==> src/rtl/ysyx_22050550_pkg.sv <==
// Shared definitions for the ysyx_22050550 SRAM AXI slave: FSM encoding,
// AXI response codes and the beat byte stride.
package ysyx_22050550_pkg;

    typedef enum logic [2:0] {
        ST_IDLE  = 3'd0,
        ST_RREQ  = 3'd1,
        ST_RDATA = 3'd2,
        ST_WDATA = 3'd3,
        ST_BRESP = 3'd4
    } state_e;

    localparam logic [1:0]  RESP_OKAY   = 2'b00;
    localparam logic [1:0]  RESP_SLVERR = 2'b10;
    localparam int unsigned BEAT_BYTES  = 8;

endpackage

==> src/rtl/ysyx_22050550_sram_axi_slave.sv <==
// AXI slave front-end for a single-port synchronous SRAM; one burst in flight,
// write requests take priority over reads when both arrive in IDLE.
module ysyx_22050550_sram_axi_slave
    import ysyx_22050550_pkg::*;
#(
    parameter int unsigned ADDR_W = 64,
    parameter int unsigned DATA_W = 64
) (
    input  logic                clock,
    input  logic                reset,

    input  logic                io_sram_Axi_ar_valid,
    output logic                io_sram_Axi_ar_ready,
    input  logic [ADDR_W-1:0]   io_sram_Axi_ar_bits_addr,
    input  logic [7:0]          io_sram_Axi_ar_bits_len,

    output logic                io_sram_Axi_r_valid,
    input  logic                io_sram_Axi_r_ready,
    output logic [DATA_W-1:0]   io_sram_Axi_r_bits_data,
    output logic                io_sram_Axi_r_bits_last,
    output logic [1:0]          io_sram_Axi_r_bits_resp,

    input  logic                io_sram_Axi_aw_valid,
    output logic                io_sram_Axi_aw_ready,
    input  logic [ADDR_W-1:0]   io_sram_Axi_aw_bits_addr,
    input  logic [7:0]          io_sram_Axi_aw_bits_len,

    input  logic                io_sram_Axi_w_valid,
    output logic                io_sram_Axi_w_ready,
    input  logic [DATA_W-1:0]   io_sram_Axi_w_bits_data,
    input  logic [DATA_W/8-1:0] io_sram_Axi_w_bits_strb,
    input  logic                io_sram_Axi_w_bits_last,

    output logic                io_sram_Axi_b_valid,
    input  logic                io_sram_Axi_b_ready,
    output logic [1:0]          io_sram_Axi_b_bits_resp,

    output logic                mem_en,
    output logic                mem_we,
    output logic [ADDR_W-1:0]   mem_addr,
    output logic [DATA_W-1:0]   mem_wdata,
    output logic [DATA_W/8-1:0] mem_wmask,
    input  logic [DATA_W-1:0]   mem_rdata
);

    localparam logic [ADDR_W-1:0] STRIDE     = ADDR_W'(BEAT_BYTES);
    localparam logic [ADDR_W-1:0] ALIGN_MASK = ~ADDR_W'(BEAT_BYTES - 1);

    state_e              state_q, state_d;
    logic [ADDR_W-1:0]   addr_q;
    logic [7:0]          len_q;
    logic [7:0]          cnt_q;
    logic [DATA_W-1:0]   rdata_q;
    logic                rd_fresh_q;
    logic                err_q;

    logic ar_fire, aw_fire, r_fire, w_fire, b_fire, beat_last;

    assign ar_fire   = io_sram_Axi_ar_valid & io_sram_Axi_ar_ready;
    assign aw_fire   = io_sram_Axi_aw_valid & io_sram_Axi_aw_ready;
    assign r_fire    = io_sram_Axi_r_valid  & io_sram_Axi_r_ready;
    assign w_fire    = io_sram_Axi_w_valid  & io_sram_Axi_w_ready;
    assign b_fire    = io_sram_Axi_b_valid  & io_sram_Axi_b_ready;
    assign beat_last = (cnt_q == len_q);

    always_ff @(posedge clock or negedge reset) begin
        if (!reset) begin
            state_q <= ST_IDLE;
        end else begin
            state_q <= state_d;
        end
    end

    always_comb begin
        state_d = state_q;
        case (state_q)
            ST_IDLE: begin
                if (aw_fire) begin
                    state_d = ST_WDATA;
                end else if (ar_fire) begin
                    state_d = ST_RREQ;
                end
            end
            ST_RREQ:  state_d = ST_RDATA;
            ST_RDATA: begin
                if (r_fire) begin
                    state_d = beat_last ? ST_IDLE : ST_RREQ;
                end
            end
            ST_WDATA: begin
                if (w_fire && beat_last) begin
                    state_d = ST_BRESP;
                end
            end
            ST_BRESP: begin
                if (b_fire) begin
                    state_d = ST_IDLE;
                end
            end
            default:  state_d = ST_IDLE;
        endcase
    end

    always_comb begin
        io_sram_Axi_aw_ready = 1'b0;
        io_sram_Axi_ar_ready = 1'b0;
        io_sram_Axi_r_valid  = 1'b0;
        io_sram_Axi_w_ready  = 1'b0;
        io_sram_Axi_b_valid  = 1'b0;
        mem_en               = 1'b0;
        mem_we               = 1'b0;
        mem_wdata            = '0;
        mem_wmask            = '0;
        case (state_q)
            ST_IDLE: begin
                io_sram_Axi_aw_ready = 1'b1;
                io_sram_Axi_ar_ready = ~io_sram_Axi_aw_valid;
            end
            ST_RREQ: begin
                mem_en = 1'b1;
            end
            ST_RDATA: begin
                io_sram_Axi_r_valid = 1'b1;
            end
            ST_WDATA: begin
                io_sram_Axi_w_ready = 1'b1;
                if (io_sram_Axi_w_valid) begin
                    mem_en    = 1'b1;
                    mem_we    = 1'b1;
                    mem_wdata = io_sram_Axi_w_bits_data;
                    mem_wmask = io_sram_Axi_w_bits_strb;
                end
            end
            ST_BRESP: begin
                io_sram_Axi_b_valid = 1'b1;
            end
            default: ;
        endcase
    end

    assign mem_addr                = addr_q;
    // First RDATA cycle forwards the SRAM output while it is captured; later
    // stall cycles replay the captured copy so r data stays stable.
    assign io_sram_Axi_r_bits_data = rd_fresh_q ? mem_rdata : rdata_q;
    assign io_sram_Axi_r_bits_last = (state_q == ST_RDATA) && beat_last;
    assign io_sram_Axi_r_bits_resp = RESP_OKAY;
    assign io_sram_Axi_b_bits_resp = err_q ? RESP_SLVERR : RESP_OKAY;

    always_ff @(posedge clock or negedge reset) begin
        if (!reset) begin
            addr_q     <= '0;
            len_q      <= '0;
            cnt_q      <= '0;
            rdata_q    <= '0;
            rd_fresh_q <= 1'b0;
            err_q      <= 1'b0;
        end else begin
            case (state_q)
                ST_IDLE: begin
                    if (aw_fire) begin
                        addr_q <= io_sram_Axi_aw_bits_addr & ALIGN_MASK;
                        len_q  <= io_sram_Axi_aw_bits_len;
                        cnt_q  <= '0;
                        err_q  <= 1'b0;
                    end else if (ar_fire) begin
                        addr_q <= io_sram_Axi_ar_bits_addr & ALIGN_MASK;
                        len_q  <= io_sram_Axi_ar_bits_len;
                        cnt_q  <= '0;
                    end
                end
                ST_RREQ: begin
                    rd_fresh_q <= 1'b1;
                end
                ST_RDATA: begin
                    if (rd_fresh_q) begin
                        rdata_q    <= mem_rdata;
                        rd_fresh_q <= 1'b0;
                    end
                    if (r_fire && !beat_last) begin
                        addr_q <= addr_q + STRIDE;
                        cnt_q  <= cnt_q + 8'd1;
                    end
                end
                ST_WDATA: begin
                    if (w_fire) begin
                        addr_q <= addr_q + STRIDE;
                        cnt_q  <= cnt_q + 8'd1;
                        if (io_sram_Axi_w_bits_last != beat_last) begin
                            err_q <= 1'b1;
                        end
                    end
                end
                default: ;
            endcase
        end
    end

endmodule

==> config.mk <==
export PLATFORM = sky130hd
export DESIGN_NAME = ysyx_22050550_sram_axi_slave
export DESIGN_NICKNAME = d
export VERILOG_FILES = /design/src/rtl/ysyx_22050550_pkg.sv /design/src/rtl/ysyx_22050550_sram_axi_slave.sv
export SDC_FILE = /design/constraint.sdc
export NUM_CORES = 1
export LEC_CHECK = 0
export ABC_CLOCK_PERIOD_IN_PS = 3100
export CELL_PAD_IN_SITES_DETAIL_PLACEMENT = 1
export CELL_PAD_IN_SITES_GLOBAL_PLACEMENT = 2
export CORE_UTILIZATION = 22
export DETAILED_ROUTE_END_ITERATION = 7
export HOLD_SLACK_MARGIN = 0.1
export PLACE_DENSITY = 0.85
export REMOVE_ABC_BUFFERS = 1
export SYNTH_ARGS = -nofsm -noshare
export SYNTH_HDL_FRONTEND = slang
export SYNTH_SLANG_ARGS = --single-unit
==> constraint.sdc <==
create_clock -name clock -period 3.1 [get_ports clock]
set_clock_uncertainty 0.2 [all_clocks]
set_input_delay 0.62 -clock clock [delete_from_list [all_inputs] [get_ports clock]]
set_output_delay 0.62 -clock clock [all_outputs]
set_load 0.02 [all_outputs]
==> impl_metrics.toml <==
[pwr]
power_frac_clock_pct = 14.4
p_total_mw = 14.95
p_seq_share_pct = 25.0
swShare_pct = 43.96
p_int_mw = 8.380
cellLeakagePower_nw = 6.749
p_comb_share_pct = 60.6
max-vdd-ir-drop_mv = 0.3209
power_density_nw_per_um2 = 932.3
switchingPower_mw = 6.575

[synth]
synth_ff_type = "dfrtp_1"
yosys.area.top_type_share_pct = 38.16
netlist_area_um2 = 9574
synth_seq_area_share_pct = 38.16
synth_cell_types = 63
yosysWarnings = 0
synthCells = 1089
avgSynthCellArea_um2 = 8.792
async_flop_share_pct = 100.0
synth-seq-cells = 146
synth_edf_count = 0
yosysMostFrequentCell = "nand2_1"
yosys.area.top_type = "dfrtp_1"
synth_area_leaders = "dfrtp_1 38%, mux2_2 15%, nand2_1 6.3%"
synth_top_cells_by_count = "161 x nand2_1, 146 x dfrtp_1, 129 x mux2_2"

[setup_path]
path_class = "reg2out"
crit_required_ns = 2.28
cp-end-kind = "output port"
cp_data_arrival_time_ns = 2.21
crit_fanout = 25
start_kind = "register"

[cts]
clock_sinks = 146
clock_path_buffers = 2
cts_tree = "done"
insertion_delay_ns = 0.44
cts_buffers = 17
h-tree-depth = 4
root_buffer = "clkbuf_16"
path_clk_slew_ns = 0.06

[place]
dp_hpwl_um = 37170
gp_congestion = 0.9042
portBuffers = 487
dp.cells = 2133
place_ws_ns = -0.09230

[timing]
fin_setup_tns_ns = 0
finalSetupViolations = 0
fmax_ghz = 0.3302
hold_violations = 0
fin_crit_ns = 3.028
min_period_over_period_pct = 97.68
holdWs_ns = 0.3033
worstMarginPinSlew_ns = 0.8604
finalMaxSlewViolations = 0
relSlewSlack_pct = 42.64
setup_slack_ns = 0.07180
rsz0062_at_grt = "false"

[routing]
wl_per_cell_um = 21.87
first_pass_iters = 5
vias = 10564
vias_per_cell = 4.855
drc = 0
routed_wl_um = 47580
drtIter0Drc = 544
ant_nets = 0

[finish]
fillers = 5014
fin_nets = 1862
drive_above_1_share_pct = 15.15
stdcell_count = 2176
areaGrowthSynthToFinish_pct = 67.54

[hold_path]
hp-class = "reg2reg"

[grt]
use_met2_pct = 34.64
grt_usage_pct = 21.19
busiest_layer = "met2"
grt_start_max_net_pins = 70
antenna_found_initial = 10
grt_use_met1_pct = 26.52
grt_overflow = 0
grt_pass1_vias = 11068
gr-usage-met3_pct = 6.155
grt_pass1_wl_um = 70520

[status]
status = "finished clean"

[run]
cap_violations = 0

[die]
die-height_um = 210.6
io_pins = 500
start_util_pct = 22.28
dieArea_um2 = 44360
coreArea_um2 = 42980
die-width_um = 210.6
rows = 76
-- state kept, by name, indices dropped and copies added (netlist names) --
name and flops:
rdata_q 64, mem_addr 61, cnt_q 8, len_q 8, state_q 3, err_q 1, rd_fresh_q 1
-- metal layers --
| layer | up-vias | routed length, um |
|---|---|---|
| met5 | - | 13 |
| met4 | 2 | 991 |
| met3 | 50 | 3283 |
| met2 | 366 | 22470 |
| met1 | 5242 | 20830 |
| li1 | 4904 | - |
-- final timing paths --
path	slack, ns	depth (start not counted)	start	endpoint
worst max-delay path	0.07	3	rd_fresh_q	io_sram_Axi_r_bits_data[39]
worst min-delay path	0.30	1	rdata_q[1]	rdata_q[1]
worst max register to register	0.26	6	mem_addr[46]	mem_addr[61]
worst min register to register	0.30	1	rdata_q[1]	rdata_q[1]
max in group asynchronous	1.50	3	reset	rdata_q[48]
min in group asynchronous	0.50	2	reset	mem_addr[6]
-- cells in the final DEF (no fill, tap or decap), types with 10 or more instances in the layout --
cell,netlist,final
nand2_1,161,160
mux2i_1,15,15
and2_1,90,89
and3_1,11,10
and4_1,10,10
nand4_1,24,24
buf_4,7,41
clkbuf_16,0,17
o22ai_1,12,12
nand3_1,50,50
nor3_1,16,16
clkdlybuf4s50_1,0,410
buf_12,0,13
dfrtp_1,146,143
a31oi_1,14,14
a21oi_1,71,70
o31ai_1,10,10
dlygate4sd2_1,0,74
mux2_2,129,129
inv_1,14,14
o21ai_0,53,52
a2bb2oi_1,12,12
nor2_1,54,52
-- cell families (layout without fill, tap and decap cells) --
kind of cell,Yosys count,in the layout,share of synthesized area [%]
adders and majority gates,2,2,0.2613
buffers and inverters,98,588,4.195
and+or+nand+nor,458,458,24.39
other,1,13,0.03917
xor gates and xnor gates,9,9,0.8234
muxes,144,144,16.74
DFF,146,146,38.16
AOI/OAI and AO/OA,231,231,15.39
-- what timing repair did --
action	CTS	global route
gates resized for setup	80	1
pin swaps	1	0
hold endpoints to repair	40	0
endpoints found under the setup margin	122	1
hold buffers	1	0
buffers inserted	3	0
cloned	1	0
-- metrics by stage --
step	utilization (%)	instance area (um^2)
after floorplan	-	9248
after global placement	35.86	15410
after detailed placement	35.86	15410
after CTS	37.27	16020
after global routing	37.32	16040
final	37.32	16040
-- area by class of cell --
| class | instances | area, um^2 | share of cell area [%] |
|---|---|---|---|
| well taps | 585 | 732.0 | 4.563 |
| clock buffers | 18 | 429.2 | 2.676 |
| multi-input cells | 850 | 5598 | 34.90 |
| clock inverters | 13 | 161.4 | 1.006 |
| flip-flops and latches | 146 | 3660 | 22.82 |
| inverters | 15 | 56.30 | 0.3510 |
| diodes | 7 | 17.52 | 0.1092 |
| repair buffers | 542 | 5386 | 33.58 |
-- worst max-delay path, stage by stage, from the launching register on --
cell             delay, ns
dfrtp_4               0.49
bufbuf_16             0.35
mux2_2                0.36
clkdlybuf4s50_1       0.56
-- power by group through the flow --
| stage | logic (mW) | clock network (mW) | registers (mW) |
|---|---|---|---|
| floorplan | 4.41 | 0 | 4.04 |
| global placement | 8.87 | 0 | 3.68 |
| detailed placement | 9.11 | 0 | 3.77 |
| CTS | 9.19 | 2.22 | 3.74 |
| global route | 9.73 | 2.28 | 3.89 |
| finish | 9.07 | 2.15 | 3.74 |
Power figures use the tool's default switching activity.
